File: src/rtl/thermocouple_pkg.sv
// Shared types and frame field positions for the multi-channel thermocouple scanner.
package thermocouple_pkg;

    typedef enum logic [2:0] {
        PWRUP   = 3'd0,
        REQ     = 3'd1,
        BUSY    = 3'd2,
        CAPTURE = 3'd3,
        NEXT    = 3'd4,
        GAP     = 3'd5
    } state_t;

    // Bit positions inside a MAX31855-style 32-bit frame
    localparam int unsigned TC_MSB = 31;
    localparam int unsigned TC_LSB = 18;
    localparam int unsigned JT_MSB = 15;
    localparam int unsigned JT_LSB = 4;
    localparam int unsigned FLT_OC = 16;

    localparam int unsigned TC_W  = 14;
    localparam int unsigned JT_W  = 12;
    localparam int unsigned FLT_W = 4;

    typedef struct packed {
        logic [TC_W-1:0]  tc;
        logic [JT_W-1:0]  jt;
        logic [FLT_W-1:0] flt;
    } tc_frame_t;

endpackage

File: src/rtl/tc_channel_reg.sv
// Per-channel result registers: temperature, junction, fault, valid and timeout flags.
// Optional build macro TC_FAULT_HOLD_EN keeps the last good temperatures on faulted frames.
module tc_channel_reg
    import thermocouple_pkg::*;
(
    input  logic             clk,
    input  logic             rst,
    input  logic             load,
    input  logic             timeout,
    input  tc_frame_t        frame,
    output logic [TC_W-1:0]  tc,
    output logic [JT_W-1:0]  jt,
    output logic [FLT_W-1:0] flt,
    output logic             valid,
    output logic             timed_out
);

    always_ff @(posedge clk or posedge rst) begin
        if (rst) begin
            tc        <= '0;
            jt        <= '0;
            flt       <= '0;
            valid     <= 1'b0;
            timed_out <= 1'b0;
        end else if (load) begin
`ifdef TC_FAULT_HOLD_EN
            // Faulted frames only accumulate fault flags; a clean frame refreshes everything
            if (frame.flt != '0) begin
                flt <= flt | frame.flt;
            end else begin
                tc  <= frame.tc;
                jt  <= frame.jt;
                flt <= frame.flt;
            end
`else
            tc  <= frame.tc;
            jt  <= frame.jt;
            flt <= frame.flt;
`endif
            valid     <= 1'b1;
            timed_out <= 1'b0;
        end else if (timeout) begin
            timed_out <= 1'b1;
        end
    end

endmodule

File: src/rtl/thermocouple_scanner.sv
// Round-robin scanner of NCH thermocouple converters through one shared SPI master.
// Build macro TC_FAULT_HOLD_EN selects fault-hold behaviour in the channel registers.
module thermocouple_scanner
    import thermocouple_pkg::*;
#(
    parameter int unsigned NCH            = 4,
    parameter int unsigned PWRUP_CYCLES   = 300,
    parameter int unsigned GAP_CYCLES     = 100,
    parameter int unsigned TIMEOUT_CYCLES = 64,
    localparam int unsigned CHW = (NCH > 1) ? $clog2(NCH) : 1
) (
    input  logic                 clk,
    input  logic                 rst,
    input  logic                 spi_not_busy,
    input  logic [31:0]          spi_rx_data,
    output logic                 spi_ena,
    output logic [CHW-1:0]       spi_ch,
    output logic [NCH*TC_W-1:0]  tc_temp_data,
    output logic [NCH*JT_W-1:0]  junction_temp_data,
    output logic [NCH*FLT_W-1:0] fault_bits,
    output logic [NCH-1:0]       ch_valid,
    output logic [NCH-1:0]       ch_timeout,
    output logic                 scan_done
);

    localparam int unsigned CNT_MAX0 = (PWRUP_CYCLES > GAP_CYCLES) ? PWRUP_CYCLES : GAP_CYCLES;
    localparam int unsigned CNT_MAX  = (CNT_MAX0 > TIMEOUT_CYCLES) ? CNT_MAX0 : TIMEOUT_CYCLES;
    localparam int unsigned CNT_W    = $clog2(CNT_MAX + 1);

    state_t           state_q, state_d;
    logic [CNT_W-1:0] cnt_q, cnt_d;
    logic [CHW-1:0]   ch_q, ch_d;
    logic             scan_done_d;
    logic             spi_ena_d;
    logic             load_c;
    logic             timeout_c;
    tc_frame_t        frame_c;
    logic             unused_rsvd;

    assign frame_c     = {spi_rx_data[TC_MSB:TC_LSB], spi_rx_data[JT_MSB:JT_LSB],
                          spi_rx_data[FLT_OC], spi_rx_data[2:0]};
    assign unused_rsvd = ^{spi_rx_data[17], spi_rx_data[3]};
    assign spi_ch      = ch_q;

    always_ff @(posedge clk or posedge rst) begin
        if (rst) begin
            state_q   <= PWRUP;
            cnt_q     <= '0;
            ch_q      <= '0;
            spi_ena   <= 1'b0;
            scan_done <= 1'b0;
        end else begin
            state_q   <= state_d;
            cnt_q     <= cnt_d;
            ch_q      <= ch_d;
            spi_ena   <= spi_ena_d;
            scan_done <= scan_done_d;
        end
    end

    always_comb begin
        state_d     = state_q;
        cnt_d       = cnt_q;
        ch_d        = ch_q;
        scan_done_d = 1'b0;
        load_c      = 1'b0;
        timeout_c   = 1'b0;
        case (state_q)
            PWRUP: begin
                if (cnt_q == CNT_W'(PWRUP_CYCLES - 1)) begin
                    cnt_d   = '0;
                    state_d = REQ;
                end else begin
                    cnt_d = cnt_q + CNT_W'(1);
                end
            end
            REQ: begin
                // A busy response wins over a coincident timeout
                if (!spi_not_busy) begin
                    cnt_d   = '0;
                    state_d = BUSY;
                end else if (cnt_q == CNT_W'(TIMEOUT_CYCLES - 1)) begin
                    timeout_c = 1'b1;
                    cnt_d     = '0;
                    state_d   = NEXT;
                end else begin
                    cnt_d = cnt_q + CNT_W'(1);
                end
            end
            BUSY: begin
                if (spi_not_busy) begin
                    state_d = CAPTURE;
                end
            end
            CAPTURE: begin
                load_c  = 1'b1;
                state_d = NEXT;
            end
            NEXT: begin
                if (ch_q == CHW'(NCH - 1)) begin
                    ch_d        = '0;
                    scan_done_d = 1'b1;
                end else begin
                    ch_d = ch_q + CHW'(1);
                end
                cnt_d   = '0;
                state_d = GAP;
            end
            GAP: begin
                if (cnt_q == CNT_W'(GAP_CYCLES - 1)) begin
                    cnt_d   = '0;
                    state_d = REQ;
                end else begin
                    cnt_d = cnt_q + CNT_W'(1);
                end
            end
            default: begin
                cnt_d   = '0;
                state_d = REQ;
            end
        endcase
        spi_ena_d = (state_d == REQ);
    end

    for (genvar i = 0; i < NCH; i++) begin : g_ch
        tc_channel_reg u_ch (
            .clk       (clk),
            .rst       (rst),
            .load      (load_c && (ch_q == CHW'(i))),
            .timeout   (timeout_c && (ch_q == CHW'(i))),
            .frame     (frame_c),
            .tc        (tc_temp_data[i*TC_W +: TC_W]),
            .jt        (junction_temp_data[i*JT_W +: JT_W]),
            .flt       (fault_bits[i*FLT_W +: FLT_W]),
            .valid     (ch_valid[i]),
            .timed_out (ch_timeout[i])
        );
    end

endmodule

File: config.mk
export PLATFORM = sky130hd
export DESIGN_NAME = thermocouple_scanner
export DESIGN_NICKNAME = d
export VERILOG_FILES = /design/src/rtl/thermocouple_pkg.sv /design/src/rtl/tc_channel_reg.sv /design/src/rtl/thermocouple_scanner.sv
export SDC_FILE = /design/constraint.sdc
export NUM_CORES = 1
export LEC_CHECK = 0
export CORE_ASPECT_RATIO = 0.6
export CORE_MARGIN = 2
export CORE_UTILIZATION = 40
export DETAILED_ROUTE_END_ITERATION = 12
export GPL_ROUTABILITY_DRIVEN = 0
export PLACE_DENSITY = 0.67
export SLEW_MARGIN = 20
export SYNTH_ARGS = -nofsm -noshare
export SYNTH_HDL_FRONTEND = slang
export SYNTH_SLANG_ARGS = --single-unit
File: constraint.sdc
create_clock -name clk -period 13.7 [get_ports clk]
set_input_delay 2.055 -clock clk [delete_from_list [all_inputs] [get_ports clk]]
set_output_delay 2.055 -clock clk [all_outputs]
set_load 0.05 [all_outputs]
======== After elaboration in Yosys (flattened, before gate mapping) ========
Cells that the tools add are included.
word-level totals
  register bits ........................... 144
  bits of input ports ..................... 35
  output and inout bits ................... 132
  logic and storage cells ................. 80
operators by class
  add/sub/neg operators ................... 2
  eq/ne operators ......................... 12
  multiplexer cells ....................... 26
  reductions and logical operators ........ 15
operator list
  kind                   number
  $mux W9                4
  $pmux W9 S4            1
  $pmux W3 S6            1
  $mux W3                5
  $mux W1                14
  $add A9 B1 Y9 const B  1
  $eq A9 B6 Y1 const B   1
  $eq A9 B7 Y1 const B   1
  $eq A9 B9 Y1 const B   1
  $logic_and A1 B1 Y1    8
  $reduce_bool A2 Y1     4
  $eq A3 B1 Y1 const B   2
  $eq A3 B2 Y1 const B   2
  $eq A3 B3 Y1 const B   2
  $eq A2 B2 Y1 const B   2
  $logic_not A3 Y1       1
  $add A2 B1 Y2 const B  1
  $eq A2 B1 Y1 const B   1
  $logic_not A2 Y1       1
  $mux W2                1
  $reduce_or A2 Y1       1

======== Logic depth before layout (Yosys ltp) ========
  word-level depth ........................ 7
  gate-level depth with buffers ........... 5

======== Modules after synthesis ========
From an unflattened synthesis, not the netlist that was laid out.
unflattened totals
  cell total of the unflattened synthesis .. 396
  area, all modules ....................... 6,343.6 um^2
modules (own cells, without submodules)
  module                instances  cells an instance  area an instance (um^2)  seq. area each (um^2)
  tc_channel_reg        4          69                 1,326.3                  800.8
  thermocouple_scanner  1          120                1,038.5                  400.4

======== Least setup slack after synthesis ========
OpenSTA, ideal clock, no wires.
  path type ............................... in2reg
  from .................................... in spi_not_busy
  to ...................................... reg g_ch[3].u_ch.timed_out
  setup time .............................. 0.132 ns
  data arrival time ....................... 2.579 ns
  setup slack ............................. 10.989 ns
  stages .................................. 4
  path buffers ............................ 0
  cells stage by stage .................... and2_1 -> and4_1 -> a21oi_1 -> a31oi_1
between the ends
  longest elaborated chain between the ends .. 4
ends and longest elaborated chain
  element                       RTL line                     source
  start: declaration            thermocouple_scanner.sv:14   input logic spi_not_busy,
  $mux W1                       thermocouple_scanner.sv:79   if (!spi_not_busy) begin
  $mux W1                       thermocouple_scanner.sv:68   case (state_q)
  $logic_and A1 B1 Y1           thermocouple_scanner.sv:130  .timeout (timeout_c && (ch_q == CHW'(i))),
  $reduce_bool A2 Y1 (no line)  --
  end signal: assignment        tc_channel_reg.sv:24         timed_out <= 1'b0;
  end signal: assignment        tc_channel_reg.sv:41         timed_out <= 1'b0;
  end signal: assignment        tc_channel_reg.sv:43         timed_out <= 1'b1;
  end: declaration              tc_channel_reg.sv:15         output logic timed_out
No other way between the ends.
A chain may end at the register's enable or synchronous reset.

======== Final worst setup path ========
  from .................................... reg ch_q[0] (netlist: spi_ch[0])
  to ...................................... out spi_ch[0]
RTL lines
  element                   RTL line                    source
  start: declaration        thermocouple_scanner.sv:32  logic [CHW-1:0] ch_q, ch_d;
  start signal: assignment  thermocouple_scanner.sv:55  ch_q <= ch_d;
  end: declaration          thermocouple_scanner.sv:17  output logic [CHW-1:0] spi_ch,
No word-level cell between the ends.

==> flow_metrics.tcl <==
set metrics [dict create \
    status "finished clean" \
    antenna_found_initial 0 \
    timing.fmax_ghz 0.268 \
    grt_util_met1_pct 25.9 \
    post-place-ws_ps 9720 \
    firstDrtPassIters 4 \
    synth_seq_cells 144 \
    yosys.area_share.adder_pct 1.07 \
    cts_buffer_depth 2 \
    slew_viol_final 0 \
    startpoint "spi_ch[0]" \
    reg2reg_depth 4 \
    top_usage_layer "met2" \
    clk_pin_slew_ps 60 \
    hp-start "g_ch[0].u_ch.valid" \
    postRouteWirelength_microns 13700 \
    slew_headroom_pct 46.1 \
    grt_pass1_vias 3987 \
    viasPerCell 4.92 \
    synthArstFlopShare_pct 100 \
    hold_viol 0 \
    synth_compound_area_share_pct 3.26 \
    drc 0 \
    core_area_sq_mm 0.0144 \
    fp.dieArea_sq_mm 0.0156 \
    final_cell_mix "clkdlybuf4s50_1 (164), dfrtp_1 (144), mux2_2 (103), mux2_1 (17), clkbuf_16 (17)" \
    drive_gt1_share_pct 26.0 \
    startpoint_type "flop" \
    synth_nets 424 \
    yosysWarnings 0 \
    synth_area_leaders "dfrtp_1 (62%), mux2_2 (20%), mux2_1 (3.3%)" \
    r2r_start "state_q[1]" \
    clkLatencyLatePin_ps 400 \
    crit_fanout 5 \
    tightest_slew_ps 809 \
    slowest_stage "clkdlybuf4s50_1" \
    fin_skew_ps 6.61 \
    yosys.cell_types.count 37 \
    tns_ps 0 \
    post-cts-setup-buffers 0 \
    synth_area_leader_cell "dfrtp_1" \
    avgSynthCellArea_sq_um 15.2 \
    synth_top_cell_area_share_pct 61.7 \
    whs_ps 464 \
    synth_seq_area_share_pct 61.7 \
    cts_tree "built" \
    min_period_over_period_pct 27.2 \
    synth-xor-area-share_pct 0.901 \
    reg2reg_to "g_ch[2].u_ch.tc[6]" \
    hp-class "reg -> reg" \
    portBuffers 164 \
    layoutNonFillerInstCount 755 \
    ctsRootBufferMaster "clkbuf_16" \
    final_common_cell "clkdlybuf4s50_1" \
    synth_top_family_by_area "multiplexers" \
    grt_pass1_wl_microns 22300 \
    rows 34 \
    cp.arrival_ps 1680 \
    antennaDiodeCount 0 \
    rsz0062_at_grt "false" \
    ant_nets 0 \
    finalSetupViolCount 0 \
    place_hpwl_microns 9220 \
    path_cells "clkdlybuf4s50_1" \
    h-tree-depth 4 \
    cts-resized-gates 0 \
    endpoint "spi_ch[0]" \
    final_nets 584 \
    worstPathRequired_ps 11640 \
    holdBufCountCts 0 \
    drtIter0Drc 159 \
    crit_family "buffers and inverters" \
    dp_cells 723 \
    worst_slack_ps 9970 \
    end_kind "output pin" \
    cp.depth 1 \
    wl_per_cell_microns 18.2 \
    io_pins 167 \
    areaGrowthSynthToFinish_pct 39.2 \
    grt-ovfl-total 0 \
    initial_core_util_pct 40.6 \
    ys.flop_type "dfrtp_1" \
    synth_area_sq_mm 0.00584 \
    num_vias 3713 \
    die_y_microns 97.6 \
    grt.total_usage_pct 18.3 \
    critPathMaxStageDelay_ps 850 \
    global_route.usage.met3_pct 5.98 \
    met2_usage_pct 27.7 \
    cts_buffers 17 \
    worst-path-buf-inv 1 \
    grt_max_degree 82 \
    r2r_slack_ps 11320 \
    synth-simple-area-share_pct 6.24 \
    synthCells 384 \
    crit_type "reg -> out" \
    synth_mux_area_share_pct 23.2 \
    maxCapViolations 0 \
    finalCriticalPeriod_ps 3730 \
    die_width_microns 160 \
    synth_edf_count 0 \
    tritoncts_num_sinks 144 \
]
==> sequential cells by signal, indices dropped and copies added (netlist names) <==
| name | count |
|---|---|
| spi_ch | 2 |
| g_ch.u_ch.tc | 56 |
| cnt_q | 9 |
| state_q | 3 |
| g_ch.u_ch.timed_out | 4 |
| g_ch.u_ch.jt | 48 |
| g_ch.u_ch.flt | 16 |
| g_ch.u_ch.valid | 4 |
| scan_done | 1 |
| spi_ena | 1 |
==> per-stage QoR <==
stage | utilization (%) | instance area, sq um
final | 56.5 | 8120
after global routing | 56.5 | 8120
after CTS | 56.5 | 8120
after detailed placement | 52.5 | 7550
after global placement | 52.5 | 7550
after floorplan | - | 5840
==> layer usage <==
metal / part of all wire [%] / vias up
met5: 0 / -
met4: 0.63 / 0
met3: 7.1 / 12
met2: 44 / 108
met1: 48 / 1918
li1: - / 1675
==> Yosys cell counts, types with 6 or more instances <==
master   instances
dfrtp_1        144
mux2_2         103
buf_4           17
mux2_1          17
nor2_1          12
a21oi_1         10
a31oi_1          6
and2_1           6
xor2_1           6
==> how the worst min path moves through the flow <==
stage	end	slack, ps	cells after the start
6_report	g_ch[0].u_ch.valid	460	1
5_1_grt	g_ch[0].u_ch.valid	500	1
4_1_cts	g_ch[0].u_ch.valid	470	1
3_5_place_dp	g_ch[0].u_ch.valid	450	1
3_3_place_gp	g_ch[0].u_ch.valid	450	1
2_1_floorplan	g_ch[0].u_ch.valid	440	1
==> final cells by class <==
| class | instances | area, sq um |
|---|---|---|
| clock buffers | 19 | 443 |
| clock inverters | 13 | 130 |
| fillers | 1202 | 6260 |
| inverters | 4 | 20.0 |
| multi-input cells | 211 | 2020 |
| flip-flops and latches | 144 | 3600 |
| well taps | 198 | 248 |
| repair buffers | 166 | 1660 |
==> logic make-up after synthesis <==
kind of cell	Yosys count
DFF	144
muxes	120
and+or+nand+nor	52
buffers and inverters	29
AOI/OAI and AO/OA	28
xor gates and xnor gates	6
adders and majority gates	5
Power is not shown: default switching activity piles up to over one toggle a cycle in this logic, so the estimate is an artifact.
